### config.mk
export PLATFORM = sky130hd
export DESIGN_NAME = ff_bank
export DESIGN_NICKNAME = d
export VERILOG_FILES = /design/src/rtl/ff_bank_pkg.sv /design/src/rtl/ff_cell.sv /design/src/rtl/ff_bank.sv
export SDC_FILE = /design/constraint.sdc
export NUM_CORES = 1
export LEC_CHECK = 0
export ABC_AREA = 1
export BUFFER_PORTS_ARGS = -buffer_cell sky130_fd_sc_hd__buf_2
export CELL_PAD_IN_SITES_DETAIL_PLACEMENT = 0
export CELL_PAD_IN_SITES_GLOBAL_PLACEMENT = 1
export CORE_UTILIZATION = 25
export CTS_BUF_LIST = sky130_fd_sc_hd__clkbuf_8
export DETAILED_ROUTE_END_ITERATION = 6
export GPL_ROUTABILITY_DRIVEN = 1
export GPL_TIMING_DRIVEN = 1
export PLACE_DENSITY = 0.56
export SYNTH_ARGS = -nofsm -noshare
export SYNTH_HDL_FRONTEND = slang
export SYNTH_SLANG_ARGS = --single-unit
### constraint.sdc
create_clock -name clk -period 1.7 [get_ports clk]
set_clock_uncertainty 0.05 [all_clocks]
set_input_delay 0 -clock clk [delete_from_list [all_inputs] [get_ports clk]]
set_output_delay 0 -clock clk [all_outputs]
set_load 0.01 [all_outputs]
### src/rtl/ff_bank_pkg.sv
// ff_bank_pkg: mode and SR conflict policy constants for the flip-flop bank
package ff_bank_pkg;
    localparam logic [1:0] MODE_D  = 2'b00;
    localparam logic [1:0] MODE_T  = 2'b01;
    localparam logic [1:0] MODE_SR = 2'b10;
    localparam logic [1:0] MODE_JK = 2'b11;
    localparam int SR_SET_DOM = 0;
    localparam int SR_RST_DOM = 1;
    localparam int SR_HOLD    = 2;
endpackage

### src/rtl/ff_cell.sv
// ff_cell: one-bit D/T/SR/JK next-state function with SR conflict detection
import ff_bank_pkg::*;
module ff_cell #(
    parameter int POLICY = SR_SET_DOM
) (
    input  logic       q,
    input  logic       a,
    input  logic       b,
    input  logic [1:0] mode,
    output logic       q_next,
    output logic       conflict
);
    logic sr_both;
    always_comb begin
        conflict = (mode == MODE_SR) && a && b;
        sr_both  = POLICY == SR_SET_DOM ? 1'b1 : POLICY == SR_RST_DOM ? 1'b0 : q;
        q_next   = mode == MODE_D ? a :
                   mode == MODE_T ? q ^ a :
                   (a && b) ? (mode == MODE_JK ? ~q : sr_both) :
                   a ? 1'b1 : b ? 1'b0 : q;
    end
endmodule

### src/rtl/ff_bank.sv
// ff_bank: WIDTH flip-flop channels updated on the falling edge with sticky SR conflict tracking
import ff_bank_pkg::*;
module ff_bank #(
    parameter int WIDTH = 8,
    parameter int CNT_W = 8,
    parameter int SR_POLICY = SR_SET_DOM,
    parameter logic [WIDTH-1:0] RESET_VAL = {WIDTH{1'b0}}
) (
    input  logic             clk,
    input  logic             reset,
    input  logic             en,
    input  logic [1:0]       mode,
    input  logic [WIDTH-1:0] a,
    input  logic [WIDTH-1:0] b,
    input  logic             clr_err,
    output logic [WIDTH-1:0] q,
    output logic [WIDTH-1:0] qn,
    output logic [WIDTH-1:0] conflict,
    output logic [CNT_W-1:0] conflict_cnt
);
    logic [WIDTH-1:0] q_next;
    logic [WIDTH-1:0] hit;
    logic             event_hit;
    for (genvar g = 0; g < WIDTH; g++) begin : g_cell
        ff_cell #(.POLICY(SR_POLICY)) u_cell (
            .q(q[g]), .a(a[g]), .b(b[g]), .mode(mode),
            .q_next(q_next[g]), .conflict(hit[g])
        );
    end
    always_comb event_hit = en && (|hit);
    // an event in the same cycle as clr_err restarts history from this cycle
    always_ff @(negedge clk) begin
        if (!reset) begin
            q            <= RESET_VAL;
            qn           <= ~RESET_VAL;
            conflict     <= '0;
            conflict_cnt <= '0;
        end else begin
            if (en) begin
                q  <= q_next;
                qn <= ~q_next;
            end
            if (event_hit) begin
                conflict     <= clr_err ? hit : conflict | hit;
                conflict_cnt <= clr_err ? CNT_W'(1) : (&conflict_cnt) ? conflict_cnt : conflict_cnt + CNT_W'(1);
            end else if (clr_err) begin
                conflict     <= '0;
                conflict_cnt <= '0;
            end
        end
    end
endmodule

# After elaboration in Yosys (flattened, before gate mapping)

Cells that the tools add are included.

$add $sub $neg: 1
Equal/unequal tests: 4
Muxes and demuxes: 54
Bitwise logic cells: 18
Reductions and logical operators: 30

Operators with widths:

| cell                | count |
|---|---|
| $mux 1              | 48 |
| $mux 8              | 6 |
| $logic_and 1x1->1   | 25 |
| $add 8x1->8 const B | 1 |
| $not 1->1           | 8 |
| $not 8->8           | 1 |
| $or 8x8->8          | 1 |
| $reduce_and 8->1    | 1 |
| $reduce_or 8->1     | 1 |
| $xor 1x1->1         | 8 |
| $eq 2x2->1 const B  | 2 |
| $eq 2x1->1 const B  | 1 |
| $logic_not 2->1     | 1 |
| $ne 2x2->1 const B  | 1 |
| $reduce_and 2->1    | 1 |
| $reduce_bool 2->1   | 1 |

Register bits: 32
Bits of input ports: 22
Output and inout port bits: 32
Logic and storage cells: 111

# Longest topological paths before layout

Depth after elaboration: 7
Depth in mapped cells: 11
Mapped depth without buffers: 10

# Hierarchy

A second synthesis with hierarchy kept.

Cell total of the unflattened synthesis: 269
Area, all modules: 1759.2 um2

By module, submodules not included:

| module  | times used | cells each | area each (um2) | seq. area each (um2) |
|---|---|---|---|---|
| ff_bank | 1          | 173        | 1348.8          | 640.6 |
| ff_cell | 8          | 12         | 51.3            | 0.0 |

==> run_results.csv <==
group,metric,value,unit
status,outcome,"complete, but fails checks",
status,violations,"DRC, setup timing",
pwr,switching_power,0.726,mW
min_path,hold_path_startpoint,"conflict[2]",
final_layout,final_cell_area,0.00301,mm²
synthesis,synthDominantCellAreaShare,37.2,%
setup_path,slowest_cell_on_crit_path,"dfxtp_4",
global_routing,grt_pass1_vias,2107,
pwr,post-layout-total-power,2.41,mW
synthesis,synth_top_area_cell,"dfxtp_1",
synthesis,post_synth_mux_area_share,0,%
cts,cts_made_buffers,5,
global_routing,grt-ovfl-total,0,
timing,hold-worst-slack,0.410,ns
timing,report.final.slew_viol_count,0,
synthesis,synth_fa_ha_area_share,0.727,%
setup_path,regToRegSetupSlack,0.16,ns
cts,path_clk_slew,0.03,ns
timing,relSlewSlack,82.0,%
pwr,leakage_component_of_the_power,1.50,nW
min_path,holdPathStages,1,
placement,globalplace.congestion,0.833,
pwr,power.sequential.fraction,33.5,%
synthesis,synthesis.area,0.00172,mm²
floorplan,die_y,85.0,µm
cts,cts.sink_count,32,
synthesis,synthSimpleGateAreaFrac,28.1,%
drt,drtIter0Drc,43,
final_layout,layout-drive-gt1-share,47.6,%
setup_path,critical-path-max-stage-delay,0.35,ns
synthesis,synthTopCellsByArea,"dfxtp_1 37%, nand2_1 12%, a21oi_1 6.1%",
pwr,vdd_drop_max,0.482,mV
timing,total_count_of_hold_check_failures_in_the_final_report,0,
global_routing,grt_start_max_net_pins,13,
placement,placement.cell_area,0.00233,mm²
synthesis,synthesis.area_per_instance,7.26,µm²
cts,cts_root_buffer,"clkbuf_8",
pwr,net_switching_share_of_the_total_power,30.1,%
run,drv.max_cap_violation_count,0,
timing,final_critical_path_setup_slack,-0.00910,ns
drt,drt_drc_violations_left,2,
setup_path,worstPathBufferInverterCount,1,
cts,cts_hold_repair.buffers,0,
drt,wl_per_cell,12.6,µm
pwr,clkPwrFrac,48.7,%
timing,grt_setup_unrepaired,"yes",
synthesis,synth_xor_xnor_area_share,1.02,%
synthesis,synthesis.yosys.warnings,0,
placement,detailedPlacementHpwl,4050,µm
synthesis,ys_ff_latch,32,
final_layout,layout_net_count,396,
drt,via_count,2059,
cts,max-clock-path-buffers,2,
pwr,intPower,1.69,mW
synthesis,yosys.cell_types.count,32,
global_routing,first_pass_grt_wire_length,9300,µm
final_layout,antenna-diode-count,0,
setup_path,critPathCaptureType,"primary output",
setup_path,timing.critical_path.max_delay_family,"flip-flops",
final_layout,area_growth_syn_to_layout,74.9,%
timing,timing_worst_slew_pin_value,0.269,ns
floorplan,start_util,26.5,%
pwr,power_per_cell_area,802,mW/mm²
drt,drtAntennaViolNets,0,
setup_path,r2r-end,"conflict_cnt[6]",
cts,tritoncts,"done",
setup_path,worst-path-max-fanout,4,
synthesis,synth-seq-area-share,37.2,%
cts,htreeDepth,2,
setup_path,worstSetupStartpointType,"register",
placement,dp_slack,-0.386,ns
floorplan,io_pins,54,
setup_path,worstPathCellList,"buf_6",
timing,setup-violations-final,1,
drt,detail_route.vias_per_cell,4.57,
min_path,worst_hold_path_type,"register to register",
synthesis,synthesis.nets,260,
setup_path,worst-setup-path-type,"register to primary output",
final_layout,fillCellCount,684,
drt,drt-pass1-iter-count,7,
floorplan,design.core.area,0.00649,mm²
drt,totalWireLength,5690,µm
global_routing,antenna_found_initial,0,
synthesis,synth-compound-area-share,22.5,%
min_path,min_to,"conflict[2]",
setup_path,r2r.worst_path.cells,8,
floorplan,dieWidth,85.0,µm
setup_path,worst_ep_arrival_time,1.66,ns
timing,setup_tns,-0.00910,ns
floorplan,num_rows,29,
pwr,comb_power_share,17.8,%
placement,portBuffers,53,
floorplan,die-area,0.00722,mm²
synthesis,synthesis.instances,237,
synthesis,synth_top_family_by_area,"simple AND/OR/NAND/NOR gates",
setup_path,required_time_of_the_critical_path,1.65,ns
cts,insertion_delay,0.35,ns
setup_path,critical_path.reg2reg.startpoint,"conflict_cnt[0]",
global_routing,global_route.usage.total,16.4,%
==> layout by cell type, fill, tap and decap left out, types with 2 or more instances in the layout <==
cell        n
nor3_1      8
o21ai_0     8
buf_2      21
a22oi_1     2
nand2_1    52
o21bai_1    2
o211a_1     3
nor2_1     13
dfxtp_4     8
a22o_1      8
nand2_4     4
o2111ai_1   3
xor2_1      2
dfxtp_2    24
buf_6      30
nor2_2      3
bufinv_16   2
o211ai_1    2
nand4_1     3
o22ai_1     5
nand3_1    16
clkbuf_8    5
nand2_2     2
inv_1      45
a21oi_1    19
buf_4      63
a21oi_2     6
==> metrics by stage <==
stage	cells	util, %
after detailed placement	393	35.9
after floorplan	237	-
after CTS	445	44.0
after global routing	451	46.3
after global placement	393	35.9
final	451	46.3
==> final cells by class <==
| class | instances | area [µm²] | share of cell area, % |
|---|---|---|---|
| Tap cell | 77 | 96.3 | 3.20 |
| Sequential cell | 32 | 701 | 23.3 |
| Clock buffer | 5 | 68.8 | 2.29 |
| Clock inverter | 35 | 185 | 6.15 |
| Timing Repair Buffer | 115 | 923 | 30.7 |
| Inverter | 17 | 85.1 | 2.83 |
| Multi-Input combinational cell | 170 | 950 | 31.6 |
==> flip-flops by register name (all words and copies together) (netlist names) <==
| signal | count |
|---|---|
| conflict_cnt | 8 |
| conflict | 8 |
| qn | 8 |
| q | 8 |
==> power groups by stage <==
stage | logic [mW] | clock network (mW) | registers [mW]
floorplan | 0.181 | 0.119 | 0.828
global placement | 0.349 | 0.119 | 0.824
detailed placement | 0.348 | 0.119 | 0.824
CTS | 0.407 | 1.22 | 0.807
global route | 0.470 | 1.34 | 0.810
finish | 0.429 | 1.17 | 0.809
==> Yosys cell counts (all sizes together) <==
library cell / n
o21bai: 2
nand3: 18
o211ai: 2
clkinv: 1
o2111ai: 3
a21oi: 25
ha: 1
nand4: 3
nor3: 8
o22ai: 5
o21ai: 9
clkbuf: 6
a22oi: 2
and2: 1
nor2: 17
nor3b: 1
xor2: 2
inv: 17
or2: 2
a22o: 8
o211a: 3
dfxtp: 32
buf: 11
nand2: 58
==> metal layers <==
metal	wire length (µm)	track usage (%)
met5	0	0
met4	32	7.24
met3	234	6.03
met2	2700	26.6
met1	2730	19.3
==> what timing repair did <==
action                     4_1_cts  5_1_grt
pin swaps                        0        0
gates resized for setup         57       26
setup endpoints to repair       30       50
setup buffers                   13        6
==> worst max path at each step <==
| stage | startpoint | to | slack, ns | cells past startpoint |
|---|---|---|---|---|
| finish | conflict_cnt[7] | conflict_cnt[7] | -0.009 | 1 |
| global route | q[6] | q[6] | -0.05 | 1 |
| CTS | conflict_cnt[7] | conflict_cnt[7] | -0.03 | 1 |
| detailed placement | mode[0] | conflict_cnt[7] | -0.39 | 10 |
| global placement | mode[0] | conflict_cnt[7] | -0.35 | 10 |
| floorplan | mode[0] | conflict[0] | -0.12 | 10 |
==> logic make-up (layout without fill, tap and decap cells) <==
family,after synthesis,after routing
AO/OA/AOI/OAI,59,59
XOR/XNOR,2,2
flip-flops,32,32
AND/OR/NAND/NOR,108,108
buffers and inverters,35,172
adder cells (fa/ha/maj),1,1
Power figures use the tool's default switching activity.
